--- src/rtl/multi_cycle_control_unit.sv ---
// Multi-cycle control unit: steps each instruction through IF/ID/EXE/MEM/WB and
// drives the datapath enables. Only State and Halted are registered.
module multi_cycle_control_unit #(
  parameter int unsigned OP_W    = 6,
  parameter int unsigned ALUOP_W = 3,
  parameter int unsigned STATE_W = 3
) (
  input  logic               CLK,
  input  logic               Reset,
  input  logic [OP_W-1:0]    Op,
  input  logic               zero,
  output logic               PCWre,
  output logic               IRWre,
  output logic               InsMemRW,
  output logic               ALUSrcA,
  output logic               ALUSrcB,
  output logic               ExtSel,
  output logic [1:0]         RegDst,
  output logic               RegWre,
  output logic               WrRegDSrc,
  output logic               DBDataSrc,
  output logic               mRD,
  output logic               mWR,
  output logic [1:0]         PCSrc,
  output logic [ALUOP_W-1:0] ALUOp,
  output logic [STATE_W-1:0] State,
  output logic               Halted
);

  typedef enum logic [STATE_W-1:0] {
    S_IF     = STATE_W'(0),
    S_ID     = STATE_W'(1),
    S_EXE_LS = STATE_W'(2),
    S_MEM    = STATE_W'(3),
    S_WB_LD  = STATE_W'(4),
    S_EXE_BR = STATE_W'(5),
    S_EXE_AL = STATE_W'(6),
    S_WB_AL  = STATE_W'(7)
  } state_t;

  localparam logic [OP_W-1:0] OP_ADD   = OP_W'(6'b000000);
  localparam logic [OP_W-1:0] OP_SUB   = OP_W'(6'b000001);
  localparam logic [OP_W-1:0] OP_ADDIU = OP_W'(6'b000010);
  localparam logic [OP_W-1:0] OP_ANDI  = OP_W'(6'b010000);
  localparam logic [OP_W-1:0] OP_AND   = OP_W'(6'b010001);
  localparam logic [OP_W-1:0] OP_ORI   = OP_W'(6'b010010);
  localparam logic [OP_W-1:0] OP_OR    = OP_W'(6'b010011);
  localparam logic [OP_W-1:0] OP_SLL   = OP_W'(6'b011000);
  localparam logic [OP_W-1:0] OP_SLTI  = OP_W'(6'b011100);
  localparam logic [OP_W-1:0] OP_SW    = OP_W'(6'b100110);
  localparam logic [OP_W-1:0] OP_LW    = OP_W'(6'b100111);
  localparam logic [OP_W-1:0] OP_BEQ   = OP_W'(6'b110000);
  localparam logic [OP_W-1:0] OP_BNE   = OP_W'(6'b110001);
  localparam logic [OP_W-1:0] OP_BLTZ  = OP_W'(6'b110010);
  localparam logic [OP_W-1:0] OP_J     = OP_W'(6'b111000);
  localparam logic [OP_W-1:0] OP_JR    = OP_W'(6'b111001);
  localparam logic [OP_W-1:0] OP_JAL   = OP_W'(6'b111010);
  localparam logic [OP_W-1:0] OP_HALT  = OP_W'(6'b111111);

  state_t r_state;
  state_t w_next;
  logic   r_halted;

  logic [ALUOP_W-1:0] w_aluop;
  logic               w_srca;
  logic               w_srcb;
  logic               w_ext;
  logic               w_is_alu;
  logic               w_is_imm;
  logic               w_is_br;
  logic               w_is_ls;
  logic               w_taken;

  always_ff @(posedge CLK or posedge Reset) begin
    if (Reset) begin
      r_state  <= S_IF;
      r_halted <= 1'b0;
    end else begin
      r_state <= w_next;
      if (r_state == S_ID && Op == OP_HALT) r_halted <= 1'b1;
    end
  end

  assign State  = r_state;
  assign Halted = r_halted;

  // Opcode decode: ALU controls and instruction class.
  always_comb begin
    w_aluop  = ALUOP_W'(3'b000);
    w_srca   = 1'b0;
    w_srcb   = 1'b0;
    w_ext    = 1'b0;
    w_is_alu = 1'b0;
    w_is_imm = 1'b0;
    w_is_br  = 1'b0;
    w_is_ls  = 1'b0;
    case (Op)
      OP_ADD:   begin w_is_alu = 1'b1; end
      OP_SUB:   begin w_is_alu = 1'b1; w_aluop = ALUOP_W'(3'b001); end
      OP_ADDIU: begin w_is_alu = 1'b1; w_is_imm = 1'b1; w_srcb = 1'b1; w_ext = 1'b1; end
      OP_ANDI:  begin w_is_alu = 1'b1; w_is_imm = 1'b1; w_srcb = 1'b1; w_aluop = ALUOP_W'(3'b100); end
      OP_AND:   begin w_is_alu = 1'b1; w_aluop = ALUOP_W'(3'b100); end
      OP_ORI:   begin w_is_alu = 1'b1; w_is_imm = 1'b1; w_srcb = 1'b1; w_aluop = ALUOP_W'(3'b011); end
      OP_OR:    begin w_is_alu = 1'b1; w_aluop = ALUOP_W'(3'b011); end
      OP_SLL:   begin w_is_alu = 1'b1; w_srca = 1'b1; w_aluop = ALUOP_W'(3'b010); end
      OP_SLTI:  begin
        w_is_alu = 1'b1; w_is_imm = 1'b1; w_srcb = 1'b1; w_ext = 1'b1;
        w_aluop  = ALUOP_W'(3'b110);
      end
      OP_SW, OP_LW:   begin w_is_ls = 1'b1; w_srcb = 1'b1; w_ext = 1'b1; end
      OP_BEQ, OP_BNE: begin w_is_br = 1'b1; w_aluop = ALUOP_W'(3'b001); end
      OP_BLTZ:  begin w_is_br = 1'b1; w_aluop = ALUOP_W'(3'b110); end
      default:  begin end
    endcase
  end

  always_comb begin
    w_taken = 1'b0;
    if (Op == OP_BEQ) w_taken = zero;
    else if (Op == OP_BNE || Op == OP_BLTZ) w_taken = ~zero;
  end

  // Next-state and output logic.
  always_comb begin
    w_next    = r_state;
    IRWre     = 1'b0;
    InsMemRW  = 1'b1;
    mRD       = 1'b1;
    mWR       = 1'b1;
    PCWre     = 1'b0;
    RegWre    = 1'b0;
    PCSrc     = 2'b00;
    RegDst    = 2'b00;
    WrRegDSrc = 1'b0;
    DBDataSrc = 1'b0;
    ALUOp     = ALUOP_W'(3'b000);
    ALUSrcA   = 1'b0;
    ALUSrcB   = 1'b0;
    ExtSel    = 1'b0;
    if (r_state != S_IF) begin
      ALUOp   = w_aluop;
      ALUSrcA = w_srca;
      ALUSrcB = w_srcb;
      ExtSel  = w_ext;
    end
    case (r_state)
      S_IF: begin
        IRWre  = 1'b1;
        w_next = S_ID;
      end
      S_ID: begin
        if (r_halted || Op == OP_HALT) begin
          w_next = S_ID;
        end else if (Op == OP_J || Op == OP_JAL) begin
          PCWre  = 1'b1;
          PCSrc  = 2'b11;
          RegWre = (Op == OP_JAL);
          w_next = S_IF;
        end else if (Op == OP_JR) begin
          PCWre  = 1'b1;
          PCSrc  = 2'b10;
          w_next = S_IF;
        end else if (w_is_br) begin
          w_next = S_EXE_BR;
        end else if (w_is_ls) begin
          w_next = S_EXE_LS;
        end else if (w_is_alu) begin
          w_next = S_EXE_AL;
        end else begin
          PCWre  = 1'b1;
          w_next = S_IF;
        end
      end
      S_EXE_AL: w_next = S_WB_AL;
      S_WB_AL: begin
        RegWre    = 1'b1;
        PCWre     = 1'b1;
        WrRegDSrc = 1'b1;
        RegDst    = w_is_imm ? 2'b01 : 2'b10;
        w_next    = S_IF;
      end
      S_EXE_BR: begin
        PCWre  = 1'b1;
        PCSrc  = w_taken ? 2'b01 : 2'b00;
        w_next = S_IF;
      end
      S_EXE_LS: w_next = S_MEM;
      S_MEM: begin
        if (Op == OP_SW) begin
          mWR    = 1'b0;
          PCWre  = 1'b1;
          w_next = S_IF;
        end else begin
          mRD    = 1'b0;
          w_next = S_WB_LD;
        end
      end
      S_WB_LD: begin
        RegWre    = 1'b1;
        RegDst    = 2'b01;
        DBDataSrc = 1'b1;
        WrRegDSrc = 1'b1;
        PCWre     = 1'b1;
        w_next    = S_IF;
      end
      default: w_next = S_IF;
    endcase
  end

endmodule

--- config.mk ---
export PLATFORM = sky130hd
export DESIGN_NAME = multi_cycle_control_unit
export DESIGN_NICKNAME = d
export VERILOG_FILES = /design/src/rtl/multi_cycle_control_unit.sv
export SDC_FILE = /design/constraint.sdc
export NUM_CORES = 1
export LEC_CHECK = 0
export CAP_MARGIN = 40
export CORE_MARGIN = 3
export CORE_UTILIZATION = 44
export DETAILED_ROUTE_END_ITERATION = 10
export HOLD_SLACK_MARGIN = 0.1
export PLACE_DENSITY = 0.87
export SLEW_MARGIN = 20
export SYNTH_ARGS = -nofsm -noshare
export SYNTH_HDL_FRONTEND = slang
export SYNTH_SLANG_ARGS = --single-unit
--- constraint.sdc ---
create_clock -name CLK -period 2.85 [get_ports CLK]
set_clock_uncertainty 0.15 [all_clocks]
set_input_delay 0.57 -clock CLK [delete_from_list [all_inputs] [get_ports CLK]]
set_output_delay 0.57 -clock CLK [all_outputs]
set_load 0.03 [all_outputs]
Word-level counts from Yosys, hierarchy flattened. Cells that the tools add are included.

Register bits: 4. Input bits: 9. Bits in latches: 0. Logic and storage cells: 92. RAM bits: 0. Memories: 0. Memory bits (read-only): 0.

Add/sub/neg operators: 0. Eq/ne operators: 24. Divide/modulo/power cells: 0. Reductions and logical operators: 19. Shift-type cells: 0. Order comparisons: 0. Mux-type cells: 46. Multipliers: 0. Bitwise logic cells: 1.

Operators with widths (number): $eq A6 B6 Y1 const B (9); $eq A6 B5 Y1 const B (6); $mux W1 (28); $mux W3 (8); $pmux W3 S6 (1); $pmux W3 S5 (1); $eq A3 B3 Y1 const B (4); $reduce_or A2 Y1 (5); $reduce_or A3 Y1 (3); $reduce_or A9 Y1 (1); $mux W2 (4); $pmux W2 S2 (2); $reduce_or A4 Y1 (2); $eq A3 B2 Y1 const B (2); $eq A6 B1 Y1 const B (1); $eq A6 B2 Y1 const B (1); $logic_not A6 Y1 (1); $reduce_or A6 Y1 (1); $eq A3 B1 Y1 const B (1); $logic_not A3 Y1 (1); $logic_or A1 B1 Y1 (3); $pmux W1 S3 (1); $reduce_bool A3 Y1 (1); $pmux W1 S2 (1); other kinds (2) (2).

Logic depth before layout (Yosys ltp). Gate-level depths: netlist of run 1.

Depth after elaboration: 10. Gate-level depth with buffers: 6.

Worst setup path after synthesis of run 1. No wires, ideal clock.

Path type: in2out. Start point: in Op[0]. End point: out ALUOp[0]. Slack: -474 ps. Stages: 4. Data arrival time: 2604 ps. Cell sequence: clkbuf_1 > buf_2 > a211oi_1 > a2111oi_0.

Cells in the longest elaborated chain, start to end: 4.

RTL lines: start, declared (line 10) `input logic [OP_W-1:0] Op,`; $eq A6 B6 Y1, or another cell as far along (line 97) `case (Op)`; $reduce_or A3 Y1 (no line) or $reduce_or A2 Y1 (tied branches); $pmux W3 S5 * (line 97); $mux W3 * (line 140) `if (r_state != S_IF) begin`; end, declared (line 25) `output logic [ALUOP_W-1:0] ALUOp,`.

Every way passes the cells marked *; elsewhere a longest branch is shown, timed or not.

Worst setup path in the final report of run 1.
Start point: in Op[4]. End point: out PCWre.

Cells in the longest elaborated chain, start to end: 10.

RTL lines: $eq A6 B5 Y1, or another cell as far along (line 97); $reduce_or A9 Y1 (no line); $mux W1 (line 97); $mux W1 (line 167) `end else if (w_is_alu) begin`; $mux W1 (line 165) `end else if (w_is_ls) begin`; $mux W1 (line 163) `end else if (w_is_br) begin`; $mux W1 (line 159) `end else if (Op == OP_JR) begin`; $mux W1 (line 154) `end else if (Op == OP_J || Op == OP_JAL) begin`; $mux W1 (line 152) `if (r_halted || Op == OP_HALT) begin`; $pmux W1 S3 * (line 146) `case (r_state)`; end, declared (line 12) `output logic PCWre,`.

Marks and branches as above.

==> results of run 1 <==
## layout by cell type, fill, tap and decap left out, drive strengths merged, types with 3 or more instances in the layout
cell           Yosys  final
a211oi             4      4
a21oi              8      8
buf                6     38
clkbuf             1      3
clkdlybuf4s50      0     11
dfrtp              4      4
dlygate4sd2        0      3
inv                4      4
nand2              6      6
nand3              3      3
nor2              14     14
nor2b              4      4
nor3               5      5
o21ai              9      9
or2                3      3
## per-layer routing
metal	up-vias	GRT usage, %
li1	471	-
met1	460	36.3
met2	95	44.8
met3	19	1.58
met4	0	10.2
met5	-	0
## worst max-delay path by stage
stage | from | end | slack, ps | depth (start not counted)
finish | Op[4] | PCWre | -50 | 7
floorplan | State[1] | RegDst[0] | 120 | 3
CTS | Op[4] | PCWre | 30 | 7
detailed placement | Op[1] | PCWre | -110 | 7
global placement | Op[1] | ALUOp[2] | -80 | 6
global route | Op[4] | PCWre | -60 | 7
## layout make-up
cell class / instances / area, um2
multi-input combinational: 87 / 578
fill: 81 / 220
clock buffer: 3 / 22.5
inverter: 4 / 15.0
tap: 15 / 18.8
timing repair buffer: 54 / 444
sequential: 4 / 100
## state kept, by name (all words and copies together), names as in the netlist
signal	cells
Halted	1
State	3
## what timing repair did
action                     in CTS  in global routing
setup buffers                   0                  1
gates resized for setup         8                  9
pin swaps                       0                  2
gates cloned                    0                  0
setup endpoints to repair       7                  3
## power by group through the flow
stage	clock network (mW)	logic (mW)	registers, mW
5_1_grt	0.0774	0.632	0.135
3_5_place_dp	0	0.564	0.130
2_1_floorplan	0	0.289	0.170
6_report	0.0742	0.601	0.132
4_1_cts	0.0728	0.567	0.129
3_3_place_gp	0	0.552	0.126
## stage by stage
stage / TNS (ps) / cell area, um2 / util, %
final: -55.0 / 1180 / 84.3
after global routing: -70.9 / 1180 / 84.3
after global placement: -169 / 1120 / 79.8
after CTS: 0 / 1150 / 81.9
after floorplan: 0 / 708 / -
after detailed placement: -294 / 1120 / 79.8
## critical path, stage by stage
cell	delay, ps
clkdlybuf4s50_1	480
buf_4	160
inv_1	100
o21ai_2	200
a211oi_2	110
a311o_1	370
buf_4	190
## cells by family (layout without fill, tap and decap cells)
| kind of cell | Yosys count | in the layout | share of synthesized area, % |
|---|---|---|---|
| xor+xnor | 2 | 2 | 2.51 |
| compound gates | 34 | 34 | 32.3 |
| other cells | 1 | 1 | 0.538 |
| buf+inv | 11 | 61 | 9.15 |
| mux | 2 | 2 | 3.59 |
| simple gates | 48 | 48 | 37.5 |
| flops | 4 | 4 | 14.4 |
==> results.txt, run 1 <==
Post-synthesis sequential area ratio: 14.4%
Fin Hold WS: 361 ps
NetSw: 0.442 mW
Share of layout cells above drive strength 1: 38.2%
WL/cell: 18.4 um
Clock power share: 9.2%
Row Count: 13
RSZ-0062 raised after global routing: yes
Seq cells post-synth: 4
Clock latency on the worst-skew pair: 240 ps
YS warnings: 0
Reg2Reg Setup Slack: 1070 ps
Fin cells: 167
Hold Buf Count CTS: 0
Clock H-tree levels: 1
Core Region: 1400 um2
Root Driver: clkbuf_4
Final setup violation count: 1
Crit Reg-Reg Startpoint: State[0]
NumNets Final: 163
Starting Density: 49.8%
CTS tree: built
Cell Pwr Density: 686 nW/um2
Total length of routed wires: 3070 um
Total GRT Usage: 27.0%
VDD IR max: 0.347 mV
Most instantiated cells after synthesis: nor2_1, o21ai_0, a21oi_1
Pre-antenna DRT Iters: 4
Worst-Margin Slew: 554 ps
First-pass GRT wire length: 4170 um
Vias/cell: 6.26
CP arrival: 2180 ps
Count of input and output buffers: 29
Cell-internal power: 0.366 mW
Met3 WL: 297 um
Met2 wire len: 1490 um
Startpoint types: primary input
Pre-CTS WS: -112 ps
Worst hold path type: in -> async
Die height: 45.8 um
Crit path time final: 2900 ps
Ys flop type: dfrtp_1
Worst Path Required: 2130 ps
Max-Cap Viols: 0
Status: complete, but fails checks
Post-Synthesis Cells: 102
CP Class: in -> out
Largest net degree at the start of global routing: 13
Syn avg cell area: 6.83 um2
Vias in the first global route: 905
Unique masters post-synth: 42
Count leader, synth: nor2_1
Share of the synthesized area in the top cell type: 14.4%
Die X: 45.8 um
CP endpoint kind: output pin
Pins Over Slew Limit: 0
Synth area leader: dfrtp_1
Switching share of power: 54.8%
Initial antenna violation count: 0
Mapped Area: 697 um2
Die area: 2100 um2
Antenna Nets Post-Route: 0
Ant diodes: 0
Via count: 1045
Maximum net fanout on the critical path: 8
Max-slew headroom: 63.0%
Reg clk slew, reported paths: 40 ps
Clock sinks: 4
DRC Markers: 0
Combinational share of power: 74.4%
Post-synth ARST share: 100%
FF-to-FF path depth: 3
Remaining Overflow, GRT: 0
Top Ports: 31
F_max: 344 MHz
Post-Syn Nets: 111
Placed insts: 163
Failing checks: negative setup slack
Synth area leaders: dfrtp_1, nor2_1, o21ai_0, a21oi_1, a211oi_1
Wl on met1: 1170 um
Share of total power in sequential cells: 16.4%
Placer Congestion: 0.887
Final Hold Fails: 0
Dpl hpwl: 2080 um
Final WS setup: -55.0 ps
Reg-to-Reg End: State[2]
EDFF count, synth: 0
Clock buffer depth: 2
Synth-to-Final Area Change: 69.1%
Tcrit/Tclk final: 102%
Leak: 0.523 nW
TritonCTS Buffers: 3
1st-iter DRT viols: 71
Power, Total: 0.808 mW
Highest routed layer: met4
Power figures use the tool's default switching activity.
==> inputs of run 2 (changes only) <==
Settings changed: SLEW_MARGIN 20 to 30.
Clock period 2.85 ns to 3.7 ns, I/O delays scaled along.
==> results.txt, run 2 (synthesis results as in run 1) <==
CTS tree: built
Max-Cap Viols: 0 (unchanged)
Share of total power in sequential cells: 17.9% (+1.5 points)
Clock buffer depth: 2 (unchanged)
Reg-to-Reg End: State[2]
WP depth: 6 (-1)
Most frequent cells in the layout: clkdlybuf4s50_1, nor2_1, buf_4
Hold_sp: Halted
Pre-antenna DRT Iters: 4 (unchanged)
Combinational share of power: 72.3% (-2.1 points)
Fillers: 120 (+48%)
Count of input and output buffers: 29 (unchanged)
Hold Buf Count CTS: 0 (unchanged)
Cell-internal power: 0.262 mW (-28%)
Antenna Nets Post-Route: 0 (unchanged)
FF-to-FF path depth: 3 (unchanged)
Final Hold Fails: 0 (unchanged)
Remaining Overflow, GRT: 0 (unchanged)
Largest net degree at the start of global routing: 14 (+1)
Ant diodes: 0 (unchanged)
Top Ports: 31 (unchanged)
First-pass GRT wire length: 3680 um (-12%)
Fin Hold WS: 412 ps (+50.1 ps)
Starting Density: 49.8% (unchanged)
Initial antenna violation count: 0 (unchanged)
Crit Reg-Reg Startpoint: State[0]
Leak: 0.492 nW (-5.9%)
Worst Path Required: 2810 ps (+680 ps)
Crit-path max cell delay: 670 ps (+190 ps)
Tcrit/Tclk final: 96.1%
Dpl hpwl: 1780 um (-15%)
Clock sinks: 4 (unchanged)
Vias in the first global route: 851 (-6.0%)
Final setup TNS: 0 ps (+55.0 ps)
CP arrival: 2670 ps (+490 ps)
Share of layout cells above drive strength 1: 17.8% (-20 points)
DRC Markers: 0 (unchanged)
Clock H-tree levels: 1 (unchanged)
VDD IR max: 0.321 mV (-7.5%)
NumNets Final: 146 (-10%)
Status: completed
WHS Endpoint: Halted
Commonest non-fill, non-tap cell in the layout: clkdlybuf4s50_1
TritonCTS Buffers: 3 (unchanged)
Final setup violation count: 0 (-1)
Setup repair bufs after CTS: 0 (unchanged)
Maximum net fanout on the critical path: 9 (+1)
Via count: 918 (-12%)
Reg clk slew, reported paths: 30 ps (about the same)
Cell Pwr Density: 543 nW/um2 (-21%)
Clock latency on the worst-skew pair: 240 ps (about the same)
Cell Chain, Critical Path: clkdlybuf4s50_1 -> and2_1 -> nand3_1 -> nor2_1 -> a21o_1 -> clkdlybuf4s50_1
Crit path time final: 3560 ps
Die X: 45.8 um (unchanged)
Crit path max-delay family: buffers and inverters
Max stage delay cell, worst path: clkdlybuf4s50_1
Row Count: 13 (unchanged)
RSZ-0062 raised after global routing: no
NetSw: 0.304 mW (-31%)
Placer Congestion: 0.884 (-0.33%)
Switching share of power: 53.7% (-1.0 points)
Clock power share: 9.8% (+0.6 points)
Crit-path most repeated cell: clkdlybuf4s50_1
F_max: 281 MHz
Die area: 2100 um2 (unchanged)
Synth-to-Final Area Change: 49.6%
Root Driver: clkbuf_4
Buf/Inv on CP: 2 (-2)
Total GRT Usage: 23.8% (-3.2 points)
Die height: 45.8 um (unchanged)
1st-iter DRT viols: 32 (-55%)
Hold Crit Depth: 1
Startpoint types: primary input
Total length of routed wires: 2310 um (-25%)
CP endpoint kind: output pin
Vias/cell: 6.12 (-2.2%)
Reg2Reg Setup Slack: 2200 ps (+1130 ps)
Core Region: 1400 um2 (unchanged)
WL/cell: 15.4 um (-16%)
Pins Over Slew Limit: 0 (unchanged)
Worst hold path type: reg -> reg
CP Class: in -> out
Max reg flops: 3 (unchanged)
-- run 2: cell count changes in the layout (fill, tap and decap cells not counted), sizes merged --
cell           previous run  this run
clkdlybuf4s50            11        16
dlymetal6s2s              1         7
clkdlybuf4s15             1         0
buf                      38        14
dlygate4sd2               3         0
-- run 2: repair_timing --
item,in CTS,in global routing
gates resized for setup,0,7
hold endpoints to repair,0,0
setup endpoints to repair,0,6
-- run 2: power by group through the flow --
stage	Sequential [mW]	Combinational [mW]	Clock, mW
floorplan	0.131	0.219	0
global placement	0.0981	0.400	0
detailed placement	0.100	0.405	0
CTS	0.0994	0.407	0.0575
global route	0.104	0.437	0.0635
finish	0.101	0.409	0.0552
-- run 2: per-layer routing --
metal	routed length [um]	GRT usage, %
met4	0	3.98
met3	184	7.11
met5	0	0
met2	1140	37.0
met1	981	32.7
-- run 2: worst max-delay path by stage --
stage	from	to	slack (ps)
2_1_floorplan	Op[0]	ALUOp[0]	40
3_3_place_gp	Op[5]	mRD	80
5_1_grt	Op[4]	RegWre	50
6_report	Op[4]	RegWre	140
4_1_cts	Op[1]	RegDst[0]	5
3_5_place_dp	Op[1]	RegDst[0]	9
-- run 2: layout make-up --
| cell class | instances | area [um2] | area share, % |
|---|---|---|---|
| inverters | 4 | 15.0 | 1.44 |
| repair buffers | 37 | 353 | 33.9 |
| multi-input cells | 87 | 533 | 51.1 |
| well taps | 15 | 18.8 | 1.80 |
| clock buffers | 3 | 22.5 | 2.16 |
| flip-flops and latches | 4 | 100 | 9.60 |
-- run 2: metrics by stage --
step	utilization [%]	instances	total power, mW	setup WS (ps)	instance area, um2
global route	74.5	150	0.605	46.9	1040
detailed placement	71.6	147	0.506	9.33	1000
floorplan	-	102	0.350	35.6	697
global placement	71.6	147	0.498	78.2	1000
CTS	73.3	150	0.564	5.30	1020
finish	74.5	150	0.565	144	1040
